===== config.mk =====
export PLATFORM = sky130hd
export DESIGN_NAME = uart_rx_buffer
export DESIGN_NICKNAME = d
export VERILOG_FILES = /design/src/rtl/uart_pkg.sv /design/src/rtl/uart_rx_sync.sv /design/src/rtl/uart_rx_buffer.sv
export SDC_FILE = /design/constraint.sdc
export NUM_CORES = 1
export LEC_CHECK = 0
export CAP_MARGIN = 20
export CORE_MARGIN = 3
export CORE_UTILIZATION = 50
export DETAILED_ROUTE_END_ITERATION = 16
export MAX_ROUTING_LAYER = met4
export PLACE_DENSITY_LB_ADDON = 0.3
export SETUP_SLACK_MARGIN = 0.5
export SLEW_MARGIN = 40
export SYNTH_ARGS = -nofsm -noshare
export SYNTH_HDL_FRONTEND = slang
export SYNTH_SLANG_ARGS = --single-unit

===== constraint.sdc =====
create_clock -name clk -period 3 [get_ports clk]
set_input_delay 0.3 -clock clk [delete_from_list [all_inputs] [get_ports clk]]
set_output_delay 0.3 -clock clk [all_outputs]
set_load 0.005 [all_outputs]

===== src/rtl/uart_pkg.sv =====
// Shared UART definitions: framing constants, receiver states and the parity helper.
// Used by both the transmit and receive sides.
package uart_pkg;

  localparam logic START_BIT = 1'b0;
  localparam logic STOP_BIT  = 1'b1;

  localparam int DEFAULT_DATA_BIT = 8;
  // start + data + parity + stop
  localparam int FRAME_BITS       = DEFAULT_DATA_BIT + 3;

  // Widest data word the parity helper accepts; callers zero-extend.
  localparam int MAX_DATA_BIT = 32;

  // Smallest usable bit period minus one; gives a distinct mid-bit sample point.
  localparam logic [15:0] MIN_DIV = 16'd3;

  typedef enum logic [2:0] {
    idleState,
    startState,
    dataState,
    parityState,
    stopState,
    breakState
  } rxStateType;

  function automatic logic evenParity(input logic [MAX_DATA_BIT-1:0] data);
    return ^data;
  endfunction

endpackage


===== src/rtl/uart_rx_sync.sv =====
// Two-flop synchronizer for the asynchronous rx pin plus a falling-edge pulse.
// All stages reset to 1 so a line that idles high never looks like a start bit.
module uart_rx_sync (
  input  logic clk,
  input  logic reset,
  input  logic rx,
  output logic rx_sync,
  output logic fall
);

  logic meta;
  logic prev;

  always_ff @(posedge clk or posedge reset) begin
    if (reset) begin
      meta    <= 1'b1;
      rx_sync <= 1'b1;
      prev    <= 1'b1;
    end else begin
      // NOTE: non-blocking, so each stage captures the previous stage's old value and the chain is really three flops.
      meta    <= rx;
      rx_sync <= meta;
      prev    <= rx_sync;
    end
  end

  assign fall = prev & ~rx_sync;

endmodule


===== src/rtl/uart_rx_buffer.sv =====
// UART receiver (start, LSB-first data, even parity, stop) with a shift-history of good bytes.
// The newest byte is at rxMemory[0] and is also mirrored on the LEDs.
module uart_rx_buffer
  import uart_pkg::*;
#(
  parameter int DATA_BIT   = 8,
  parameter int ITEM_COUNT = 4
) (
  input  logic                                clk,
  input  logic                                reset,
  input  logic [15:0]                         clkdiv,
  input  logic                                rx,
  input  logic                                clear,
  output logic [DATA_BIT-1:0]                 rxData,
  output logic                                valid,
  output logic                                parityError,
  output logic                                frameError,
  output logic                                overflow,
  output logic [DATA_BIT-1:0]                 led,
  output logic [$clog2(ITEM_COUNT+1)-1:0]     itemCount,
  output logic [ITEM_COUNT-1:0][DATA_BIT-1:0] rxMemory
);

  localparam int CW = $clog2(ITEM_COUNT + 1);
  localparam int BW = $clog2(DATA_BIT + 1);

  localparam logic [CW-1:0] FULL_COUNT = CW'(ITEM_COUNT);
  localparam logic [BW-1:0] LAST_BIT   = BW'(DATA_BIT - 1);

  logic rx_s;
  logic rx_fall;

  uart_rx_sync u_sync (
    .clk     (clk),
    .reset   (reset),
    .rx      (rx),
    .rx_sync (rx_s),
    .fall    (rx_fall)
  );

  rxStateType state, state_next;

  logic [15:0]         cntr, cntr_next;
  logic [15:0]         eff_div;
  logic [15:0]         half_div;
  logic                bit_end;
  logic [BW-1:0]       bitcntr, bitcntr_next;
  logic [DATA_BIT-1:0] shift_q;
  logic                parity_q;

  logic shift_en;
  logic parity_en;
  logic commit;
  logic parity_evt;
  logic frame_evt;

  logic [CW-1:0] count_base;

  assign eff_div  = (clkdiv < MIN_DIV) ? MIN_DIV : clkdiv;
  assign half_div = eff_div >> 1;
  assign bit_end  = (cntr == eff_div);

  always_ff @(posedge clk or posedge reset) begin
    if (reset) begin
      state   <= idleState;
      cntr    <= '0;
      bitcntr <= '0;
    end else begin
      state   <= state_next;
      cntr    <= cntr_next;
      bitcntr <= bitcntr_next;
    end
  end

  always_comb begin
    // NOTE: every output of this block gets a default first, so no branch can leave one unassigned and infer a latch.
    state_next   = state;
    cntr_next    = cntr + 16'd1;
    bitcntr_next = bitcntr;
    shift_en     = 1'b0;
    parity_en    = 1'b0;
    commit       = 1'b0;
    parity_evt   = 1'b0;
    frame_evt    = 1'b0;

    case (state)
      idleState: begin
        cntr_next = '0;
        if (rx_fall) state_next = startState;
      end

      startState: begin
        // Mid-start-bit recheck rejects short glitches on the line.
        if (cntr == half_div) begin
          cntr_next    = '0;
          bitcntr_next = '0;
          state_next   = (rx_s == START_BIT) ? dataState : idleState;
        end
      end

      dataState: begin
        if (bit_end) begin
          cntr_next    = '0;
          shift_en     = 1'b1;
          bitcntr_next = bitcntr + 1'b1;
          if (bitcntr == LAST_BIT) state_next = parityState;
        end
      end

      parityState: begin
        if (bit_end) begin
          cntr_next  = '0;
          parity_en  = 1'b1;
          state_next = stopState;
        end
      end

      stopState: begin
        if (bit_end) begin
          cntr_next = '0;
          if (rx_s != STOP_BIT) begin
            frame_evt  = 1'b1;
            state_next = breakState;
          end else if (evenParity(MAX_DATA_BIT'(shift_q)) != parity_q) begin
            parity_evt = 1'b1;
            state_next = idleState;
          end else begin
            commit     = 1'b1;
            state_next = idleState;
          end
        end
      end

      breakState: begin
        // A held-low line must return high before a new start is accepted.
        cntr_next = '0;
        if (rx_s == STOP_BIT) state_next = idleState;
      end

      default: begin
        cntr_next  = '0;
        state_next = idleState;
      end
    endcase
  end

  // A clear coinciding with a commit is applied first, so the commit builds on an empty history.
  assign count_base = clear ? '0 : itemCount;

  always_ff @(posedge clk or posedge reset) begin
    if (reset) begin
      // NOTE: the history is reset like any register because it drives output ports directly.
      shift_q     <= '0;
      parity_q    <= 1'b0;
      rxData      <= '0;
      led         <= '0;
      valid       <= 1'b0;
      parityError <= 1'b0;
      frameError  <= 1'b0;
      overflow    <= 1'b0;
      itemCount   <= '0;
      rxMemory    <= '0;
    end else begin
      valid <= commit;

      if (shift_en)  shift_q  <= {rx_s, shift_q[DATA_BIT-1:1]};
      if (parity_en) parity_q <= rx_s;

      parityError <= (parityError & ~clear) | parity_evt;
      frameError  <= (frameError  & ~clear) | frame_evt;
      overflow    <= (overflow    & ~clear) | (commit & (count_base == FULL_COUNT));

      if (commit) begin
        rxData      <= shift_q;
        led         <= shift_q;
        rxMemory[0] <= shift_q;
        for (int i = 1; i < ITEM_COUNT; i++) begin
          rxMemory[i] <= clear ? '0 : rxMemory[i-1];
        end
        itemCount <= (count_base == FULL_COUNT) ? FULL_COUNT : count_base + 1'b1;
      end else if (clear) begin
        rxMemory  <= '0;
        itemCount <= '0;
      end
    end
  end

endmodule


# After elaboration in Yosys (flattened, before gate mapping)
# Cells that the tools add are included.
# classes
addsub	3
bitwise	10
n_mux	39
n_lt_le_gt_ge	1
eq_ne	17
n_reduce_logical	7
# op_table
operator	n
32-bit 2-to-1 mux	2
16-bit 2-to-1 mux	3
3-bit 2-to-1 mux	11
16-bit one-hot mux with 2 select lines	1
32-bit XOR reduction	1
8-bit 2-to-1 mux	3
3-bit one-hot mux with 6 select lines	1
16-bit by 1-bit adder with 16-bit output, second input constant	1
16-bit by 15-bit equality test with 1-bit output	1
16-bit equality test	1
16-bit by 2-bit < comparator with 1-bit output, second input constant	1
1-bit 2-to-1 mux	14
2-bit != test, second input constant	6
3-bit equality test, second input constant	3
4-bit 2-to-1 mux	2
4-bit one-hot mux with 2 select lines	1
7-bit AND reduction	1
3-bit by 2-bit equality test with 1-bit output, second input constant	2
1-bit AND	5
4-bit by 1-bit adder with 4-bit output, second input constant	1
4-bit by 3-bit equality test with 1-bit output, second input constant	1
2-bit nonzero test	2
3-bit by 1-bit adder with 3-bit output, second input constant	1
3-bit by 1-bit equality test with 1-bit output, second input constant	1
8 further kinds	11
# totals
in_bits	20
output_inout_bits	55
regBits	82

# Logic depth before layout (Yosys ltp)
# logic_depth
ltp_word	8
ltp_mapped	9
depth_no_buf	7

# Cells and area by module
# A second synthesis with hierarchy kept.
# hier_totals
cells_unflattened	385
area_unflattened_um2	4197.8
# modules_own_cells
mod	cells_each	instances	area_per_inst_um2
uart_rx_buffer	380	1	4101.4
uart_rx_sync	5	1	96.3

# Least setup slack after synthesis
# No wires, ideal clock.
# synth_timing
path_kind	reg-to-reg
from	register cntr[6]
to	register shift_q[0]
setup_ns	0.125
slack_ns	0.817
arrival_time_ns	2.058
stages_incl_launch_ff	9
required_ns	2.875
path_buffers	3
cell_sequence	dfrtp_1 -> clkbuf_1 -> xnor2_1 -> nand4_1 -> nor4_4 -> nor4bb_1 -> buf_4 -> buf_6 -> mux2_2
# synth_between
elab_chain_len	3
# synth_lines
item	line_no	rtl
from (decl)	uart_rx_buffer.sv:43	logic [15:0] cntr, cntr_next;
from (signal assigned)	uart_rx_buffer.sv:70	cntr <= cntr_next;
16-bit equality test	uart_rx_buffer.sv:61	assign bit_end = (cntr == eff_div);
1-bit 2-to-1 mux	uart_rx_buffer.sv:102	if (bit_end) begin
1-bit 2-to-1 mux	uart_rx_buffer.sv:86	case (state)
to (signal assigned)	uart_rx_buffer.sv:166	if (shift_en) shift_q <= {rx_s, shift_q[DATA_BIT-1:1]};
to (decl)	uart_rx_buffer.sv:48	logic [DATA_BIT-1:0] shift_q;
# Every way passes these cells.
# A chain may end at the register's enable or synchronous reset.

# Worst setup path after layout
# layout_timing
from	input port clkdiv[3]
to	register state[0]
# layout_between
elab_chain_len	5
word_cells_on_any_way	9
# layout_lines
item	line_no	rtl
from (decl)	uart_rx_buffer.sv:11	input logic [15:0] clkdiv,
16-bit by 2-bit < comparator with 1-bit output	uart_rx_buffer.sv:59	assign eff_div = (clkdiv < MIN_DIV) ? MIN_DIV : clkdiv;
16-bit 2-to-1 mux *	uart_rx_buffer.sv:59	
16-bit by 15-bit equality test with 1-bit output or 16-bit equality test (tied branches)	uart_rx_buffer.sv:94, uart_rx_buffer.sv:61	
2-bit != test (no line)	n/a	
7-bit AND reduction (no line) *	n/a	
to (signal assigned)	uart_rx_buffer.sv:65	state <= idleState;
to (signal assigned)	uart_rx_buffer.sv:69	state <= state_next;
to (decl)	uart_rx_buffer.sv:41	rxStateType state, state_next;
# Every way passes the cells marked *; elsewhere a longest branch is shown, timed or not.

==> results.md <==
* Vias/cell at 5.77
* Kind of critical path: in2reg
* Die ar. at 0.00990 mm2
* H-Tree Depth at 3
* Reported leakage power at 2.28 nW
* Setup TNS at 0 ns
* Placer Congestion at 0.883
* Crit path top cell by count: buf_4
* GRT overflow at 0
* Placed insts at 572
* Non-filler cells, final at 599
* Worst VDD drop at 0.298 mV
* Final wirelength at 9870 um
* Syn avg cell area at 10.4 um2
* Clk sinks at 82
* CP Depth at 9
* Clock transition at path regs at 0.09 ns
* Synth top area share at 45.2%
* Dominant cells by area after synthesis: dfrtp_1 (45%), xnor2_1 (7.2%), nand3_1 (4.2%), o21ai_0 (3.6%), a21oi_1 (3.4%)
* RSZ-0062 raised after global routing: yes
* Slowest-stage cell, CP: clkdlybuf4s50_1
* TritonCTS Buffers at 9
* Total GRT Usage at 21.3%
* Sequential element share of the synthesized area at 47.1%
* Vias at 3455
* Post-DP HPWL at 6930 um
* Final Critical Period at 2.52 ns
* Clk Latency, worst-skew pair at 0.36 ns
* Clock Tree Root: clkbuf_8
* Number of distinct library cells after synthesis at 52
* Syn_nets at 444
* Global-route wire length before repair at 16600 um
* Reg2reg end: state[0]$_DFFE_PP0P_
* Initial antenna violation count at 0
* Die X at 99.5 um
* Fill count at 660
* Share of layout cells above drive strength 1 at 14.8%
* CP Launch Type: input pin
* Initial DRC count at 190
* CP Capture Type: flop
* Worst r2r src: cntr[1]$_DFF_PP0_
* Final Hold Vio Count at 0
* Synth Cell Area at 0.00437 mm2
* WHS at 0.282 ns
* Status: finished clean
* Slew Viols, Final at 0
* Post-synth top cells: dfrtp_1 (79), nand3_1 (37), xnor2_1 (36)
* Worst r2r path cells at 6
* Pre-antenna DRT Iters at 4
* Crit path to: state[0]$_DFFE_PP0P_
* Clock Path Buffers at 2
* Synth warnings at 0
* Prevailing post-synth register cell: dfrtp_1
* Critical path buffers and inverters at 3
* Avg WL per Cell at 16.5 um
* CTS tree: done
* Number of top-level pins at 75
* Post-Synth XOR/XNOR Area at 10.5%
* Post-synthesis mux area share at 5.33%
* CP peak stage delay at 0.51 ns
* Post-Layout Inst Area at 0.00547 mm2
* Synth Area in Compound Gates at 14.0%
* Rows at 33
* DRT antenna net count at 0
* Synth Register Bits at 82
* Worst hold path type: in2async
* CP top delay family: compound AO/OA/AOI/OAI gates
* Number of flops mapped to enable cells by yosys at 0
* Asr flop ratio synth at 100%
* Final WS setup at 0.479 ns
* Crit path DAT at 2.80 ns
* Simple-Gate Fraction of Synth Area at 16.1%
* PwrDens at 492 mW/mm2
* Post-layout util at 65.5%
* Final setup vio count at 0
* Port bufs at 74
* CP startpoint: clkdiv[3]
* Syn Inst Count at 420
* Fin crit share at 84.0%
* Adder-cell share of the synthesized area at 1.15%
* Die H at 99.5 um
* CP Max Fanout at 5
* Most common cell in the netlist: dfrtp_1
* Antenna diodes at 0
* Reg-to-reg slack, setup at 0.69 ns
* DP Worst Slack at 0.0291 ns
* Post-placement cell area at 0.00510 mm2
* Layout Nets at 513
* Critical Path RT at 3.28 ns
* Vias in the first global route at 3367
* Post-route DRC at 0
* Slew headroom at 59.9%
* Main combinational cell family by area after synthesis: simple AND/OR/NAND/NOR gates
* Leading area contributor after synthesis: dfrtp_1
* Pin count of the biggest net entering global routing at 33
* Initial Util at 52.4%
* Layout area overhead at 25.1%
* Max Clock Freq at 397 MHz
* Total chip power at 2.69 mW
* Worst Max-Slew Pin Slew at 0.594 ns
* Max Clock Skew at 0.0148 ns
* Worst-path cell chain: clkdlybuf4s50_1 > nor4_4 > buf_4 > buf_4 > a41oi_1 > o22ai_2 > a211oi_2 > a2111oi_4 > mux2i_1
* Maxcap violations at 0
* Core area at 0.00834 mm2
cell usage in the layout (no fill, tap or decap), drive strengths merged, types with 5 or more instances in the layout:
cell type / count
dfrtp: 79
clkdlybuf4s50: 73
nand3: 37
xnor2: 36
o21ai: 34
nor2: 30
a21oi: 30
buf: 21
mux2: 18
xor2: 14
nand2: 14
clkbuf: 9
inv: 9
a22o: 8
nand4: 7
nor4: 5
a41oi: 5
per-layer routing:
layer	global-route usage (%)	up-vias	routed length (um)
met2	32.7	106	4900
met5	-	-	0
met4	8.19	0	239
li1	-	1610	-
met1	29.0	1713	4320
met3	2.73	26	416
report_power, final:
group	total [mW]	internal, mW	switching [mW]
logic	0.485	0.232	0.253
clock network	0.905	0.474	0.431
registers	1.30	1.16	0.133
total	2.69	1.87	0.818
repair_timing:
item	4_1_cts	5_1_grt
endpoints found under the setup margin	18	56
buffers inserted	2	9
gates resized for setup	2	11
hold buffers	0	0
pin swaps	1	7
sequential cells by signal, indices dropped and copies added, names as in the netlist:
| name | cells |
|---|---|
| rxMemory | 32 |
| cntr | 16 |
| led | 8 |
| shift_q | 8 |
| bitcntr | 4 |
| itemCount | 3 |
| state | 3 |
| frameError | 1 |
| overflow | 1 |
| parityError | 1 |
| parity_q | 1 |
| u_sync.meta | 1 |
| u_sync.prev | 1 |
| u_sync.rx_sync | 1 |
| valid | 1 |
kinds of logic (layout without fill, tap and decap cells):
family / Yosys count / count (layout)
XOR/XNOR: 51 / 51
AO/OA/AOI/OAI: 94 / 94
AND/OR/NAND/NOR: 121 / 121
buffers and inverters: 47 / 121
multiplexers: 21 / 21
adder cells (fa/ha/maj): 4 / 4
flip-flops: 82 / 82
worst min path at each step:
stage	depth (start not counted)	slack, ns	start	endpoint
2_1_floorplan	0	0.30	rx	u_sync.meta$_DFF_PP1_
3_3_place_gp	0	0.35	u_sync.meta$_DFF_PP1_	u_sync.rx_sync$_DFF_PP1_
3_5_place_dp	0	0.35	u_sync.meta$_DFF_PP1_	u_sync.rx_sync$_DFF_PP1_
4_1_cts	2	0.29	reset	rxMemory[18]$_DFFE_PP0P_
5_1_grt	2	0.35	reset	cntr[4]$_DFF_PP0_
6_report	2	0.28	reset	cntr[4]$_DFF_PP0_
cell type report:
| class | count | area [um2] | share of cell area (%) |
|---|---|---|---|
| clock buffers | 9 | 124 | 2.27 |
| clock inverters | 7 | 101 | 1.85 |
| inverters | 10 | 38.8 | 0.710 |
| multi-input cells | 291 | 2100 | 38.4 |
| flip-flops and latches | 82 | 2060 | 37.6 |
| well taps | 105 | 131 | 2.40 |
| repair buffers | 95 | 916 | 16.8 |
No activity file was read; power rests on OpenSTA's default activity.
